**src/rtl/uart_pkg.sv**
```systemverilog
// Shared types and constants for the UART transmit engine.
package uart_pkg;

  // Frame sequencing states of the transmit engine.
  typedef enum logic [2:0] {
    ST_IDLE   = 3'd0,
    ST_START  = 3'd1,
    ST_DATA   = 3'd2,
    ST_PARITY = 3'd3,
    ST_STOP   = 3'd4
  } uart_tx_state_e;

  // Bit positions inside uart_mode.
  localparam int MODE_PAR_EN  = 0;
  localparam int MODE_PAR_ODD = 1;
  localparam int MODE_STOP2   = 2;
  localparam int MODE_W       = 3;

  // Smallest clocks-per-bit value the engine will accept.
  localparam int UART_MIN_RATE = 2;

  // Parity bit for a frame: accumulated data parity, flipped for odd mode.
  function automatic logic parity_bit(input logic acc, input logic odd);
    return acc ^ odd;
  endfunction

endpackage

```
**src/rtl/uart_tx_engine_if.sv**
```systemverilog
// Valid/ready byte handshake between a byte source and the transmit engine.
interface uart_tx_engine_if #(
  parameter int DATA_BITS = 8
);

  logic [DATA_BITS-1:0] tx_data;
  logic                 tx_valid;
  logic                 tx_ready;

  // Byte source side.
  modport master (
    output tx_data,
    output tx_valid,
    input  tx_ready
  );

  // Transmit engine side.
  modport slave (
    input  tx_data,
    input  tx_valid,
    output tx_ready
  );

endinterface

```
**src/rtl/uart_baud_tick.sv**
```systemverilog
// Bit-period timer: a loadable down-counter that ticks on the last cycle of
// every serial bit and reloads itself so consecutive bits stay back to back.
module uart_baud_tick #(
  parameter int RATE_WIDTH = 16
) (
  input  logic                  clk,
  input  logic                  rst_n,
  input  logic                  clear,
  input  logic                  load,
  input  logic [RATE_WIDTH-1:0] load_val,
  input  logic [RATE_WIDTH-1:0] reload_val,
  output logic                  bit_tick
);

  logic [RATE_WIDTH-1:0] cnt_q;
  logic [RATE_WIDTH-1:0] cnt_d;

  // A frame start loads first; the idle clear only applies otherwise, so a
  // handshake taken while idle still arms the counter for the start bit.
  always_comb begin
    cnt_d = cnt_q;
    if (load) begin
      cnt_d = load_val;
    end else if (clear) begin
      cnt_d = '0;
    end else if (cnt_q == '0) begin
      cnt_d = reload_val;
    end else begin
      cnt_d = cnt_q - RATE_WIDTH'(1);
    end
  end

  // Counter register.
  always_ff @(posedge clk or negedge rst_n) begin
    if (!rst_n) begin
      cnt_q <= '0;
    end else begin
      cnt_q <= cnt_d;
    end
  end

  assign bit_tick = !clear && (cnt_q == '0);

endmodule

```
**src/rtl/uart_tx_engine.sv**
```systemverilog
// UART transmit engine: accepts bytes over a valid/ready handshake, latches
// the frame configuration at acceptance and serialises start, data (LSB
// first), optional parity and one or two stop bits onto tx_o.
module uart_tx_engine
  import uart_pkg::*;
#(
  parameter int DATA_BITS  = 8,
  parameter int RATE_WIDTH = 16,
  parameter int MIN_RATE   = UART_MIN_RATE
) (
  input  logic                  clk,
  input  logic                  rst_n,
  input  logic                  uart_enable,
  input  logic [MODE_W-1:0]     uart_mode,
  input  logic [RATE_WIDTH-1:0] uart_rate,
  uart_tx_engine_if.slave       tx_if,
  output logic                  tx_o,
  output logic                  uart_busy,
  output logic                  uart_error,
  output logic                  update_ok,
  output logic                  tx_done
);

  localparam int IDX_W = (DATA_BITS > 1) ? $clog2(DATA_BITS) : 1;
  localparam logic [IDX_W-1:0] LAST_IDX = IDX_W'(DATA_BITS - 1);

  uart_tx_state_e        state_q, state_d;
  logic [DATA_BITS-1:0]  shift_q, shift_d;
  logic [IDX_W-1:0]      idx_q, idx_d;
  logic                  par_q, par_d;
  logic                  stop_q, stop_d;
  logic [MODE_W-1:0]     mode_q, mode_d;
  logic [RATE_WIDTH-1:0] rate_q, rate_d;
  logic                  tx_o_q, tx_o_d;
  logic                  err_q, err_d;

  logic handshake;
  logic rate_bad;
  logic frame_start;
  logic bit_tick;
  logic last_stop;

  assign tx_if.tx_ready = (state_q == ST_IDLE) && uart_enable;
  assign handshake      = tx_if.tx_valid && tx_if.tx_ready;
  assign rate_bad       = (uart_rate < RATE_WIDTH'(MIN_RATE));
  assign frame_start    = handshake && !rate_bad;
  assign last_stop      = (stop_q == mode_q[MODE_STOP2]);

  uart_baud_tick #(
    .RATE_WIDTH (RATE_WIDTH)
  ) u_baud (
    .clk        (clk),
    .rst_n      (rst_n),
    .clear      (state_q == ST_IDLE),
    .load       (frame_start),
    .load_val   (uart_rate - RATE_WIDTH'(1)),
    .reload_val (rate_q - RATE_WIDTH'(1)),
    .bit_tick   (bit_tick)
  );

  // Next-state and next-bit logic; tx_o_d always carries the level of the
  // bit that begins after the coming edge, so tx_o is a clean flop output.
  always_comb begin
    state_d = state_q;
    shift_d = shift_q;
    idx_d   = idx_q;
    par_d   = par_q;
    stop_d  = stop_q;
    mode_d  = mode_q;
    rate_d  = rate_q;
    tx_o_d  = tx_o_q;
    err_d   = 1'b0;
    unique case (state_q)
      ST_IDLE: begin
        tx_o_d = 1'b1;
        if (handshake) begin
          if (rate_bad) begin
            // Byte is consumed but never sent.
            err_d = 1'b1;
          end else begin
            state_d = ST_START;
            tx_o_d  = 1'b0;
            shift_d = tx_if.tx_data;
            mode_d  = uart_mode;
            rate_d  = uart_rate;
            idx_d   = '0;
            par_d   = 1'b0;
            stop_d  = 1'b0;
          end
        end
      end
      ST_START: begin
        if (bit_tick) begin
          state_d = ST_DATA;
          tx_o_d  = shift_q[0];
        end
      end
      ST_DATA: begin
        if (bit_tick) begin
          par_d = par_q ^ shift_q[0];
          if (idx_q == LAST_IDX) begin
            if (mode_q[MODE_PAR_EN]) begin
              state_d = ST_PARITY;
              tx_o_d  = parity_bit(par_q ^ shift_q[0], mode_q[MODE_PAR_ODD]);
            end else begin
              state_d = ST_STOP;
              tx_o_d  = 1'b1;
            end
          end else begin
            shift_d = shift_q >> 1;
            idx_d   = idx_q + IDX_W'(1);
            tx_o_d  = shift_d[0];
          end
        end
      end
      ST_PARITY: begin
        if (bit_tick) begin
          state_d = ST_STOP;
          tx_o_d  = 1'b1;
        end
      end
      ST_STOP: begin
        tx_o_d = 1'b1;
        if (bit_tick) begin
          if (last_stop) begin
            state_d = ST_IDLE;
            idx_d   = '0;
            stop_d  = 1'b0;
            par_d   = 1'b0;
          end else begin
            stop_d = 1'b1;
          end
        end
      end
      default: begin
        state_d = ST_IDLE;
        tx_o_d  = 1'b1;
      end
    endcase
  end

  // FSM and frame registers; reset drops any frame in flight and idles the line.
  always_ff @(posedge clk or negedge rst_n) begin
    if (!rst_n) begin
      state_q <= ST_IDLE;
      shift_q <= '0;
      idx_q   <= '0;
      par_q   <= 1'b0;
      stop_q  <= 1'b0;
      mode_q  <= '0;
      rate_q  <= '0;
      tx_o_q  <= 1'b1;
      err_q   <= 1'b0;
    end else begin
      state_q <= state_d;
      shift_q <= shift_d;
      idx_q   <= idx_d;
      par_q   <= par_d;
      stop_q  <= stop_d;
      mode_q  <= mode_d;
      rate_q  <= rate_d;
      tx_o_q  <= tx_o_d;
      err_q   <= err_d;
    end
  end

  assign tx_o       = tx_o_q;
  assign uart_error = err_q;
  assign uart_busy  = (state_q != ST_IDLE);
  assign update_ok  = (state_q == ST_IDLE);
  assign tx_done    = (state_q == ST_STOP) && bit_tick && last_stop;

endmodule
```
**src/flat_wrapper.sv**
```systemverilog
// flat-port wrapper written by rule: the top's interface ports become plain ports
module uart_tx_engine_flat import uart_pkg::*;
#(
  parameter int DATA_BITS  = 8,
  parameter int RATE_WIDTH = 16,
  parameter int MIN_RATE   = UART_MIN_RATE
)
  (clk, rst_n, uart_enable, uart_mode, uart_rate, tx_o, uart_busy, uart_error, update_ok, tx_done, tx_if_tx_data, tx_if_tx_valid, tx_if_tx_ready);
  uart_tx_engine_if #(.DATA_BITS(DATA_BITS)) tx_if_i ();
  input  logic clk;
  input  logic rst_n;
  input  logic uart_enable;
  input  logic [MODE_W-1:0] uart_mode;
  input  logic [RATE_WIDTH-1:0] uart_rate;
  output logic tx_o;
  output logic uart_busy;
  output logic uart_error;
  output logic update_ok;
  output logic tx_done;
  input wire logic [$bits(tx_if_i.tx_data)-1:0] tx_if_tx_data;
  input wire logic [$bits(tx_if_i.tx_valid)-1:0] tx_if_tx_valid;
  output wire logic [$bits(tx_if_i.tx_ready)-1:0] tx_if_tx_ready;
  assign tx_if_i.tx_data = tx_if_tx_data;
  assign tx_if_i.tx_valid = tx_if_tx_valid;
  assign tx_if_tx_ready = tx_if_i.tx_ready;
  uart_tx_engine #(.DATA_BITS(DATA_BITS), .RATE_WIDTH(RATE_WIDTH), .MIN_RATE(MIN_RATE)) u_core (.clk(clk), .rst_n(rst_n), .uart_enable(uart_enable), .uart_mode(uart_mode), .uart_rate(uart_rate), .tx_if(tx_if_i), .tx_o(tx_o), .uart_busy(uart_busy), .uart_error(uart_error), .update_ok(update_ok), .tx_done(tx_done));
endmodule
```
**config.mk**
```make
export PLATFORM = sky130hd
export DESIGN_NAME = uart_tx_engine_flat
export DESIGN_NICKNAME = d
export VERILOG_FILES = /design/src/rtl/uart_pkg.sv /design/src/rtl/uart_tx_engine_if.sv /design/src/rtl/uart_baud_tick.sv /design/src/rtl/uart_tx_engine.sv /design/src/flat_wrapper.sv
export SDC_FILE = /design/constraint.sdc
export NUM_CORES = 1
export LEC_CHECK = 0
export BUFFER_PORTS_ARGS = -buffer_cell sky130_fd_sc_hd__buf_2
export CAP_MARGIN = 0
export CELL_PAD_IN_SITES_DETAIL_PLACEMENT = 1
export CELL_PAD_IN_SITES_GLOBAL_PLACEMENT = 1
export CORE_MARGIN = 3
export CORE_UTILIZATION = 35
export DETAILED_ROUTE_END_ITERATION = 8
export HOLD_SLACK_MARGIN = 0.06
export PLACE_DENSITY_LB_ADDON = 0.1
export SKIP_LAST_GASP = 1
export SYNTH_ARGS = -nofsm -noshare
export SYNTH_HDL_FRONTEND = slang
export SYNTH_SLANG_ARGS = --single-unit
```
**constraint.sdc**
```tcl
create_clock -name clk -period 3.1 [get_ports clk]
set_input_delay 0.31 -clock clk [delete_from_list [all_inputs] [get_ports clk]]
set_output_delay 0.31 -clock clk [all_outputs]
set_load 0.005 [all_outputs]
```
==> impl_metrics.json, run 1 <==
{
  "peakVddDrop_mv": 0.1668,
  "min_path_type": "in -> reg",
  "synth_top_family_by_area": "simple AND/OR/NAND/NOR gates",
  "dp_hpwl_um": 6882,
  "power_density_nw_per_um2": 322.8,
  "critical_path_class": "reg -> out",
  "synth_cell_types": 65,
  "synthArstFlopShare": 1.000,
  "numCtsBuffers": 5,
  "setup_viol": 0,
  "grt.total_usage": 0.1861,
  "fp.dieW_um": 101.4,
  "endpoint_kind": "output port",
  "die_h_um": 101.4,
  "boundaryPins": 37,
  "synth_warnings": 0,
  "drtPass1Iterations": 4,
  "min_period_ns": 2.686,
  "path_clk_slew_ns": 0.11,
  "cts_sinks": 53,
  "setup_ws_ns": 0.4135,
  "ys_ff_latch": 53,
  "io_buffers": 36,
  "ys.flop_type": "dfrtp_1",
  "antenna_found_initial": 0,
  "cts_buffer_depth": 2,
  "rows": 34,
  "synthMuxAreaShare": 0.06284,
  "drt_wl_total_um": 9215,
  "nFillCells": 1056,
  "fin_setup_tns_ns": 0,
  "max_freq_mhz": 372.2,
  "hold_violations": 0,
  "yosysSeqAreaShare": 0.4167,
  "required_ns": 2.79,
  "grt_pass1_wl_um": 14990,
  "vias_per_cell": 5.742,
  "utilization": 0.4146,
  "htree_num_levels": 2,
  "antenna_left": 0,
  "core_um2": 8763,
  "vias": 2802,
  "tightest_slew_ns": 0.6788,
  "insertion_delay_ns": 0.31,
  "diodes": 0,
  "drive_gt1_frac": 0.2395,
  "wl_per_cell_um": 18.88,
  "fin_skew_ns": 0.01094,
  "synth_nets": 370,
  "yosys.area_share.simple": 0.2207,
  "timing.final.crit_share": 0.8666,
  "final_nets": 414,
  "synthCells": 335,
  "syn2layout_area_growth_pct": 14.06,
  "die-area_um2": 10280,
  "synth_xor_area_frac": 0.07148,
  "synth_fa_ha_area_frac": 0.01571,
  "routabilityCongestion": 0.8251,
  "cts_root_buffer": "clkbuf_8",
  "pre_cts_slack_ns": 0.5794,
  "initial_core_util": 0.3635,
  "p_leak_nw": 1.566,
  "relSlewSlack": 0.5433,
  "arrival_ns": 2.38,
  "rsz0062_at_grt": "no",
  "cts_tree": "done",
  "holdWs_ns": 0.2201,
  "drcViolationCount": 0,
  "status": "finished clean",
  "syn_avg_cell_area_um2": 9.509,
  "first_global_vias": 2876,
  "grt_overflow_total": 0,
  "grt_max_degree": 24,
  "cts.repair.resized": 0,
  "synth-compound-area-share": 0.1822,
  "finalMaxSlewViolations": 0,
  "worst-path-max-fanout": 8,
  "synth_edf_count": 0,
  "syn_area_um2": 3186,
  "first_iter_violations": 86,
  "start_kind": "flop",
  "drv_cap": 0
}
flip-flops by register name, summed over array words and instances, names as in the netlist:
signal / count
u_core.idx_q: 3
u_core.mode_q: 3
u_core.par_q: 1
u_core.rate_q: 16
u_core.shift_q: 8
u_core.state_q: 3
u_core.stop_q: 1
u_core.tx_o: 1
u_core.u_baud.cnt_q: 16
u_core.uart_error: 1
report_power, final:
| group | total (mW) | switching (mW) | internal [mW] |
|---|---|---|---|
| clock | 0.412 | 0.251 | 0.161 |
| combinational | 0.0699 | 0.0430 | 0.0269 |
| sequential | 0.691 | 0 | 0.691 |
| total | 1.17 | 0.294 | 0.879 |
routing by layer:
metal / track usage / wire [um] / vias up
met5: 0 / 0 / -
met2: 0.2978 / 4252 / 48
met1: 0.2614 / 4509 / 1405
met4: 0.05726 / 165 / 0
met3: 0.02617 / 288 / 14
li1: - / - / 1335
cells by family after synthesis:
kind of cell,count (synthesis)
flip-flops,53
adder cells (fa/ha/maj),4
AND/OR/NAND/NOR,129
XOR/XNOR,26
buffers and inverters,20
AO/OA/AOI/OAI,85
multiplexers,18
path summary, 6_finish.rpt:
path	to	cells past startpoint	startpoint	slack [ns]
min in group asynchronous	u_core.rate_q[10]$_DFFE_PN0P_	2	rst_n	0.43
max	tx_done	5	u_core.u_baud.cnt_q[1]$_DFF_PN0_	0.41
max in group asynchronous	u_core.rate_q[0]$_DFFE_PN0P_	3	rst_n	1.99
min	u_core.mode_q[0]$_DFFE_PN0P_	2	uart_mode[0]	0.22
min reg2reg	u_core.idx_q[1]$_DFFE_PN0P_	1	u_core.idx_q[1]$_DFFE_PN0P_	0.51
max reg2reg	u_core.u_baud.cnt_q[12]$_DFF_PN0_	10	u_core.u_baud.cnt_q[9]$_DFF_PN0_	0.51
cells in the final DEF (no fill, tap or decap), drive strengths merged, types with 4 or more instances in the layout:
cell | Yosys | routed
clkbuf | 3 | 5
o22ai | 13 | 13
nor4 | 7 | 7
o21ai | 12 | 12
xnor2 | 18 | 18
inv | 9 | 10
mux2 | 16 | 16
nor2 | 31 | 31
ha | 4 | 4
nand2 | 30 | 30
nand4 | 5 | 5
nand3 | 9 | 9
or3 | 4 | 4
a21oi | 18 | 18
or4 | 8 | 8
nor3 | 19 | 19
buf | 8 | 47
a31oi | 12 | 12
o211ai | 4 | 4
xor2 | 8 | 8
dfrtp | 52 | 52
through the flow:
stage	instances	power (mW)	instance area [um2]
final	488	1.173	3633
after global routing	488	1.224	3633
after CTS	488	1.198	3633
after detailed placement	479	0.7748	3533
after global placement	479	0.7738	3533
after floorplan	335	0.7224	3186
synthesized netlist by cell type, types with 2 or more instances:
cell type / number / share of area
nor4_1: 5 / 0.0098
a32o_1: 2 / 0.0063
nand2b_1: 2 / 0.0039
nand4_1: 5 / 0.0098
o21ai_0: 11 / 0.017
xor2_1: 8 / 0.022
buf_4: 2 / 0.0047
nor4_2: 2 / 0.0079
a31o_2: 2 / 0.0055
or4_1: 7 / 0.016
clkbuf_1: 3 / 0.0035
nor3_1: 16 / 0.025
o21a_1: 3 / 0.0071
a21oi_1: 18 / 0.028
mux2_2: 16 / 0.057
nand2_1: 30 / 0.035
or2_2: 3 / 0.0059
and3_1: 2 / 0.0039
dfrtp_1: 52 / 0.41
ha_1: 4 / 0.016
or3_1: 4 / 0.0079
nor3b_1: 2 / 0.0047
nor2_1: 30 / 0.035
o311ai_0: 3 / 0.0082
o211ai_1: 3 / 0.0071
buf_2: 5 / 0.0079
a31oi_1: 12 / 0.024
o22ai_1: 13 / 0.026
nor3_2: 2 / 0.0063
nand3_1: 8 / 0.013
mux2i_1: 2 / 0.0063
inv_1: 8 / 0.0094
xnor2_1: 18 / 0.049
layout make-up:
class,instances,area (um2),area share
multi-input combinational,262,1762,0.4848
tap,108,135.1,0.03719
sequential,53,1328,0.3654
clock inverter,3,21.27,0.005854
inverter,9,33.78,0.009298
timing repair buffer,48,285.3,0.07851
clock buffer,5,68.82,0.01894
critical path: stages (launching register included):
cell and delay (ns):
dfrtp_1 0.43, or4_4 0.60, nor3_4 0.47, nand2_1 0.18, nor3_1 0.23, buf_2 0.14
repair_timing:
| action | in CTS | in global routing |
|---|---|---|
| endpoints found under the hold margin | 13 | 0 |
| setup buffers | 0 | 0 |
| hold buffers | 1 | 0 |
(Power assumes the default switching activity.)
==> inputs of run 2 (changes only) <==
--- a/config.mk
+++ b/config.mk
@@ -5,13 +5,13 @@
 export SDC_FILE = /design/constraint.sdc
 export NUM_CORES = 1
 export LEC_CHECK = 0
-export BUFFER_PORTS_ARGS = -buffer_cell sky130_fd_sc_hd__buf_2
 export CAP_MARGIN = 0
 export CELL_PAD_IN_SITES_DETAIL_PLACEMENT = 1
 export CELL_PAD_IN_SITES_GLOBAL_PLACEMENT = 1
 export CORE_MARGIN = 3
-export CORE_UTILIZATION = 35
+export CORE_UTILIZATION = 36
 export DETAILED_ROUTE_END_ITERATION = 8
+export DONT_BUFFER_PORTS = 1
 export HOLD_SLACK_MARGIN = 0.06
 export PLACE_DENSITY_LB_ADDON = 0.1
 export SKIP_LAST_GASP = 1
==> constraint.sdc (replaced) <==
create_clock -name clk -period 3.1 [get_ports clk]
set_input_delay 0.31 -clock clk [delete_from_list [all_inputs] [get_ports clk]]
set_output_delay 0.31 -clock clk [all_outputs]
set_load 0.02 [all_outputs]
==> run 2 against run 1 <==
Compared with the run above: clock power rose by 23%; power rose by 5.7%; largest cell class unchanged; clock-buffer cell count did not move; die area fell by 2.6%; utilization rose by 0.056 points; largest power group unchanged.
==> impl_metrics.json, run 2 (synthesis gave the netlist of run 1 again) <==
{
  "reg.largest.list": "u_core.rate_q (16), u_core.u_baud.cnt_q (16), u_core.shift_q (8)",
  "htree_num_levels": 2,
  "routabilityCongestion": 0.8744,
  "required_ns": 2.79,
  "io_buffers": 0,
  "min_period_ns": 2.644,
  "fin_skew_ns": 0.009487,
  "pre_cts_slack_ns": 0.5201,
  "core_um2": 8423,
  "antenna_found_initial": 0,
  "max_stage_delay_ns": 0.47,
  "fp.dieW_um": 100.1,
  "boundaryPins": 37,
  "final_cell_mix": "dfrtp_1, nand2_1, nor2_1",
  "cts_tree": "done",
  "finalPower_mw": 1.240,
  "antenna_left": 0,
  "status": "finished clean",
  "reg2regPathDepth": 11,
  "path_clk_slew_ns": 0.11,
  "drv_cap": 0,
  "endpoint_kind": "output port",
  "die-area_um2": 10010,
  "hold_violations": 0,
  "arrival_ns": 2.33,
  "min_path_type": "in -> reg",
  "die_h_um": 100.1,
  "post_cts_buffers": 0,
  "power_density_nw_per_um2": 354.6,
  "relSlewSlack": 0.5379,
  "cts.repair.resized": 0,
  "cts_buffer_depth": 2,
  "nFillCells": 1006,
  "min_to": "u_core.u_baud.cnt_q[0]$_DFF_PN0_",
  "grt_max_degree": 54,
  "grt_overflow_total": 0,
  "start_kind": "flop",
  "grt_pass1_wl_um": 14970,
  "cts_sinks": 53,
  "max_freq_mhz": 378.2,
  "cp.depth": 5,
  "drtPass1Iterations": 4,
  "holdPathStages": 1,
  "finalMaxSlewViolations": 0,
  "path_cells": "or3_1 > nor2_2 > nand2_1 > nor3_1 > buf_4",
  "vias_per_cell": 5.898,
  "numCtsBuffers": 5,
  "drt_wl_total_um": 9267,
  "crit_slowest_cell": "dfrtp_1",
  "utilization": 0.4152,
  "multiInputGateArea_um2": 1762,
  "final_common_cell": "dfrtp_1",
  "setup_viol": 0,
  "first_global_vias": 2728,
  "vias": 2660,
  "p_leak_nw": 1.443,
  "seq_area_um2": 1328,
  "grt.total_usage": 0.1909,
  "syn2layout_area_growth_pct": 9.780,
  "insertion_delay_ns": 0.33,
  "r2r_end": "u_core.u_baud.cnt_q[12]$_DFF_PN0_",
  "first_iter_violations": 87,
  "critical_path_class": "reg -> out",
  "rows": 33,
  "setup_ws_ns": 0.4561,
  "ctsHoldBuffers": 2,
  "fin_setup_tns_ns": 0,
  "timing.final.crit_share": 0.8529,
  "worst-path-max-fanout": 8,
  "r2r_slack_ns": 0.54,
  "cp_top_family": "simple AND/OR/NAND/NOR gates",
  "peakVddDrop_mv": 0.1705,
  "wl_per_cell_um": 20.55,
  "final_nets": 380,
  "worst-path-buf-inv": 1,
  "drive_gt1_frac": 0.1647,
  "holdWs_ns": 0.07463,
  "worstHoldStart": "uart_rate[0]",
  "rsz0062_at_grt": "no",
  "initial_core_util": 0.3782,
  "tightest_slew_ns": 0.6868,
  "diodes": 0,
  "drcViolationCount": 0,
  "cts_root_buffer": "clkbuf_8",
  "dp_hpwl_um": 6649,
  "rr_startpoint": "u_core.u_baud.cnt_q[12]$_DFF_PN0_"
}
[run 2: changes by cell type in the layout (fill, tap and decap cells not counted)]
cell / delta
buf_4: +2
inv_6: -1
buf_2: -36
clkinv_2: -1
buf_12: -1
buf_16: +1
clkinv_4: +1
bufinv_16: +1
[run 2: per-stage QoR]
| stage | instances | cell area (um2) |
|---|---|---|
| after floorplan | 335 | 3186 |
| final | 451 | 3497 |
| after global placement | 441 | 3344 |
| after detailed placement | 441 | 3344 |
| after CTS | 451 | 3497 |
| after global routing | 451 | 3497 |
[run 2: layout make-up]
cell class,count,share of cell area
Multi-Input combinational cell,262,0.5038
Sequential cell,53,0.3796
Tap cell,105,0.03757
Timing Repair Buffer,14,0.03649
Clock buffer,5,0.01968
Clock inverter,3,0.01324
Inverter,9,0.009660
[run 2: power by group]
group / internal (mW) / total [mW] / switching (mW)
clock: 0.242 / 0.507 / 0.264
combinational: 0.0160 / 0.0424 / 0.0264
sequential: 0.691 / 0.691 / 0
total: 0.949 / 1.24 / 0.291
[run 2: worst max-delay path by stage]
stage	startpoint	endpoint	slack, ns
2_1_floorplan	u_core.u_baud.cnt_q[7]$_DFF_PN0_	u_core.u_baud.cnt_q[10]$_DFF_PN0_	0.50
3_3_place_gp	uart_rate[11]	u_core.u_baud.cnt_q[7]$_DFF_PN0_	0.50
3_5_place_dp	uart_rate[11]	u_core.u_baud.cnt_q[7]$_DFF_PN0_	0.52
4_1_cts	u_core.u_baud.cnt_q[5]$_DFF_PN0_	tx_done	0.48
5_1_grt	u_core.u_baud.cnt_q[12]$_DFF_PN0_	u_core.u_baud.cnt_q[12]$_DFF_PN0_	0.31
6_report	u_core.u_baud.cnt_q[5]$_DFF_PN0_	tx_done	0.46
[run 2: routing by layer]
metal | share of wire | vias to the layer above | track usage
met5 | 0 | - | 0
met4 | 0.015 | 0 | 0.04974
met3 | 0.055 | 10 | 0.03475
met2 | 0.42 | 69 | 0.2796
met1 | 0.51 | 1313 | 0.2897
li1 | - | 1268 | -
[run 2: worst reg2reg max path, stage by stage, from the launching register on]
cell      delay (ns)
dfrtp_1         0.42
nor4_1          0.07
buf_4           0.14
nand3_1         0.10
nor2_1          0.08
a21oi_1         0.19
ha_1            0.22
nor3b_1         0.34
o211a_1         0.30
nor4bb_1        0.30
xor2_1          0.18
o22ai_1         0.10
==> inputs of run 3 (changes only) <==
--- a/config.mk
+++ b/config.mk
@@ -5,11 +5,12 @@
 export SDC_FILE = /design/constraint.sdc
 export NUM_CORES = 1
 export LEC_CHECK = 0
+export ABC_CLOCK_PERIOD_IN_PS = 3100
 export CAP_MARGIN = 0
 export CELL_PAD_IN_SITES_DETAIL_PLACEMENT = 1
 export CELL_PAD_IN_SITES_GLOBAL_PLACEMENT = 1
 export CORE_MARGIN = 3
-export CORE_UTILIZATION = 36
+export CORE_UTILIZATION = 49
 export DETAILED_ROUTE_END_ITERATION = 8
 export DONT_BUFFER_PORTS = 1
 export HOLD_SLACK_MARGIN = 0.06
==> run 3 against run 2 <==
Compared with the run above: hold slack improved by 0.021 ns; final area down 1.6%; clock skew decreased by 0.0021 ns; worst setup slack worse by 0.18 ns; sequential share of layout area rose by 0.64 points; clock-buffer cell count rose by 1.
==> impl_metrics.json, run 3 (synthesis gave the netlist of run 1 again) <==
{
  "fp.dieW_um": 86.63,
  "die-area_um2": 7505,
  "core_um2": 6096,
  "timing.final.crit_share": 0.9104,
  "clockPowerShare": 0.411,
  "wl_met3_um": 538,
  "setup_viol": 0,
  "top_layer_used": "met4",
  "cp.depth": 10,
  "start_kind": "flop",
  "syn2layout_area_growth_pct": 7.973,
  "boundaryPins": 37,
  "rsz0062_at_grt": "no",
  "min_period_ns": 2.822,
  "critical_path_class": "reg -> reg",
  "cts.repair.resized": 0,
  "antenna_found_initial": 0,
  "cp_top_family": "simple AND/OR/NAND/NOR gates",
  "hold_violations": 0,
  "required_ns": 3.29,
  "max_freq_mhz": 354.3,
  "drive_gt1_frac": 0.1525,
  "post_cts_buffers": 0,
  "internal-power_uw": 969.9,
  "fin_skew_ns": 0.007386,
  "final_common_cell": "dfrtp_1",
  "grt_max_degree": 54,
  "ctsHoldBuffers": 2,
  "insertion_delay_ns": 0.32,
  "routabilityCongestion": 0.9282,
  "worst-path-buf-inv": 0,
  "r2r_slack_ns": 0.28,
  "critPathLaunch": "u_core.u_baud.cnt_q[7]$_DFF_PN0_",
  "rows": 28,
  "r2r_end": "u_core.u_baud.cnt_q[10]$_DFF_PN0_",
  "reg.largest.list": "u_core.rate_q (16), u_core.u_baud.cnt_q (16), u_core.shift_q (8)",
  "vias_per_cell": 6.425,
  "io_buffers": 0,
  "fin_setup_tns_ns": 0,
  "min_path_type": "in -> reg",
  "drt_wl_total_um": 8947,
  "grt.total_usage": 0.2550,
  "grt_overflow_total": 0,
  "crit_path_end": "u_core.u_baud.cnt_q[10]$_DFF_PN0_",
  "antenna_left": 0,
  "path_cells": "nor4_1 > nand3_1 > nor2_1 > a21oi_1 > ha_1 > nor3b_1 > o211a_1 > o311ai_0 > xnor2_1 > o22ai_1",
  "relSlewSlack": 0.5383,
  "p_leak_nw": 1.426,
  "wl_per_cell_um": 21.51,
  "tightest_slew_ns": 0.6900,
  "drcViolationCount": 0,
  "finalPower_mw": 1.242,
  "numCtsBuffers": 5,
  "cts_tree": "done",
  "cts_sinks": 53,
  "finalMaxSlewViolations": 0,
  "peakVddDrop_mv": 0.2746,
  "power_density_nw_per_um2": 361.1,
  "cts_root_buffer": "clkbuf_8",
  "final_cell_mix": "dfrtp_1, nand2_1, nor2_1",
  "power.share.sequential": 0.556,
  "path_clk_slew_ns": 0.10,
  "endpoint_kind": "flop",
  "worst-path-max-fanout": 5,
  "cts_buffer_depth": 2,
  "grt_pass1_wl_um": 14950,
  "first_iter_violations": 192,
  "status": "finished clean",
  "reg2regPathDepth": 10,
  "arrival_ns": 3.02,
  "holdPathStages": 2,
  "switching_power_uw": 272.0,
  "drtPass1Iterations": 4,
  "diodes": 0,
  "vias": 2673,
  "final_nets": 375,
  "htree_num_levels": 2,
  "initial_core_util": 0.5226,
  "max_stage_delay_ns": 0.60,
  "die_h_um": 86.63,
  "pwr-share-comb": 0.033,
  "drv_cap": 0,
  "crit_slowest_cell": "nor4_1",
  "p_sw_frac": 0.2190,
  "dp_hpwl_um": 6412,
  "rr_startpoint": "u_core.u_baud.cnt_q[7]$_DFF_PN0_",
  "first_global_vias": 2785,
  "wl_met2_um": 4216,
  "wl_met1_um": 4091
}
[run 3: changes by cell type in the layout (fill, tap and decap cells not counted)]
cell,previous run,this run
clkinv_4,1,0
clkbuf_8,5,6
buf_4,12,6
buf_12,0,1
[run 3: layout make-up]
class                      instances  area, um2
clock inverter                     2      37.54
sequential                        53       1328
timing repair buffer               9      102.6
fill                             715       2656
clock buffer                       6      82.58
multi-input combinational        262       1762
inverter                           9      33.78
tap                               75      93.84
[run 3: how the worst min path moves through the flow]
stage / start / to / slack (ns)
3_5_place_dp: rst_n / u_core.rate_q[4]$_DFFE_PN0P_ / 0.02
2_1_floorplan: rst_n / u_core.idx_q[0]$_DFFE_PN0P_ / 0.01
3_3_place_gp: rst_n / u_core.rate_q[3]$_DFFE_PN0P_ / 0.02
6_report: uart_rate[7] / u_core.rate_q[7]$_DFFE_PN0P_ / 0.1
4_1_cts: uart_rate[7] / u_core.rate_q[7]$_DFFE_PN0P_ / 0.1
5_1_grt: uart_rate[0] / u_core.u_baud.cnt_q[0]$_DFF_PN0_ / 0.09
[run 3: per-layer routing]
metal  track usage  vias to the layer above
met3       0.03897                        8
met1        0.3670                     1336
met4       0.05382                        0
met5             0                        -
met2        0.4075                       72
li1              -                     1257
[run 3: per-stage QoR]
stage	util	cell area, um2	setup slack, ns	hold WS (ns)	std cells
after floorplan	-	3186	0.4962	0.01441	335
after global placement	0.5384	3282	0.5403	0.01572	406
after detailed placement	0.5384	3282	0.3388	0.01595	406
after CTS	0.5642	3440	0.3134	0.09656	416
after global routing	0.5642	3440	0.07288	0.09320	416
final	0.5642	3440	0.2778	0.09546	416
[run 3: power groups by stage]
stage                     Sequential [mW]  Combinational (mW)  Clock [mW]
after floorplan                     0.705              0.0177           0
after global placement              0.705              0.0212           0
after detailed placement            0.705              0.0215           0
after CTS                           0.691              0.0421       0.523
after global routing                0.691              0.0463       0.552
final                               0.691              0.0407       0.510
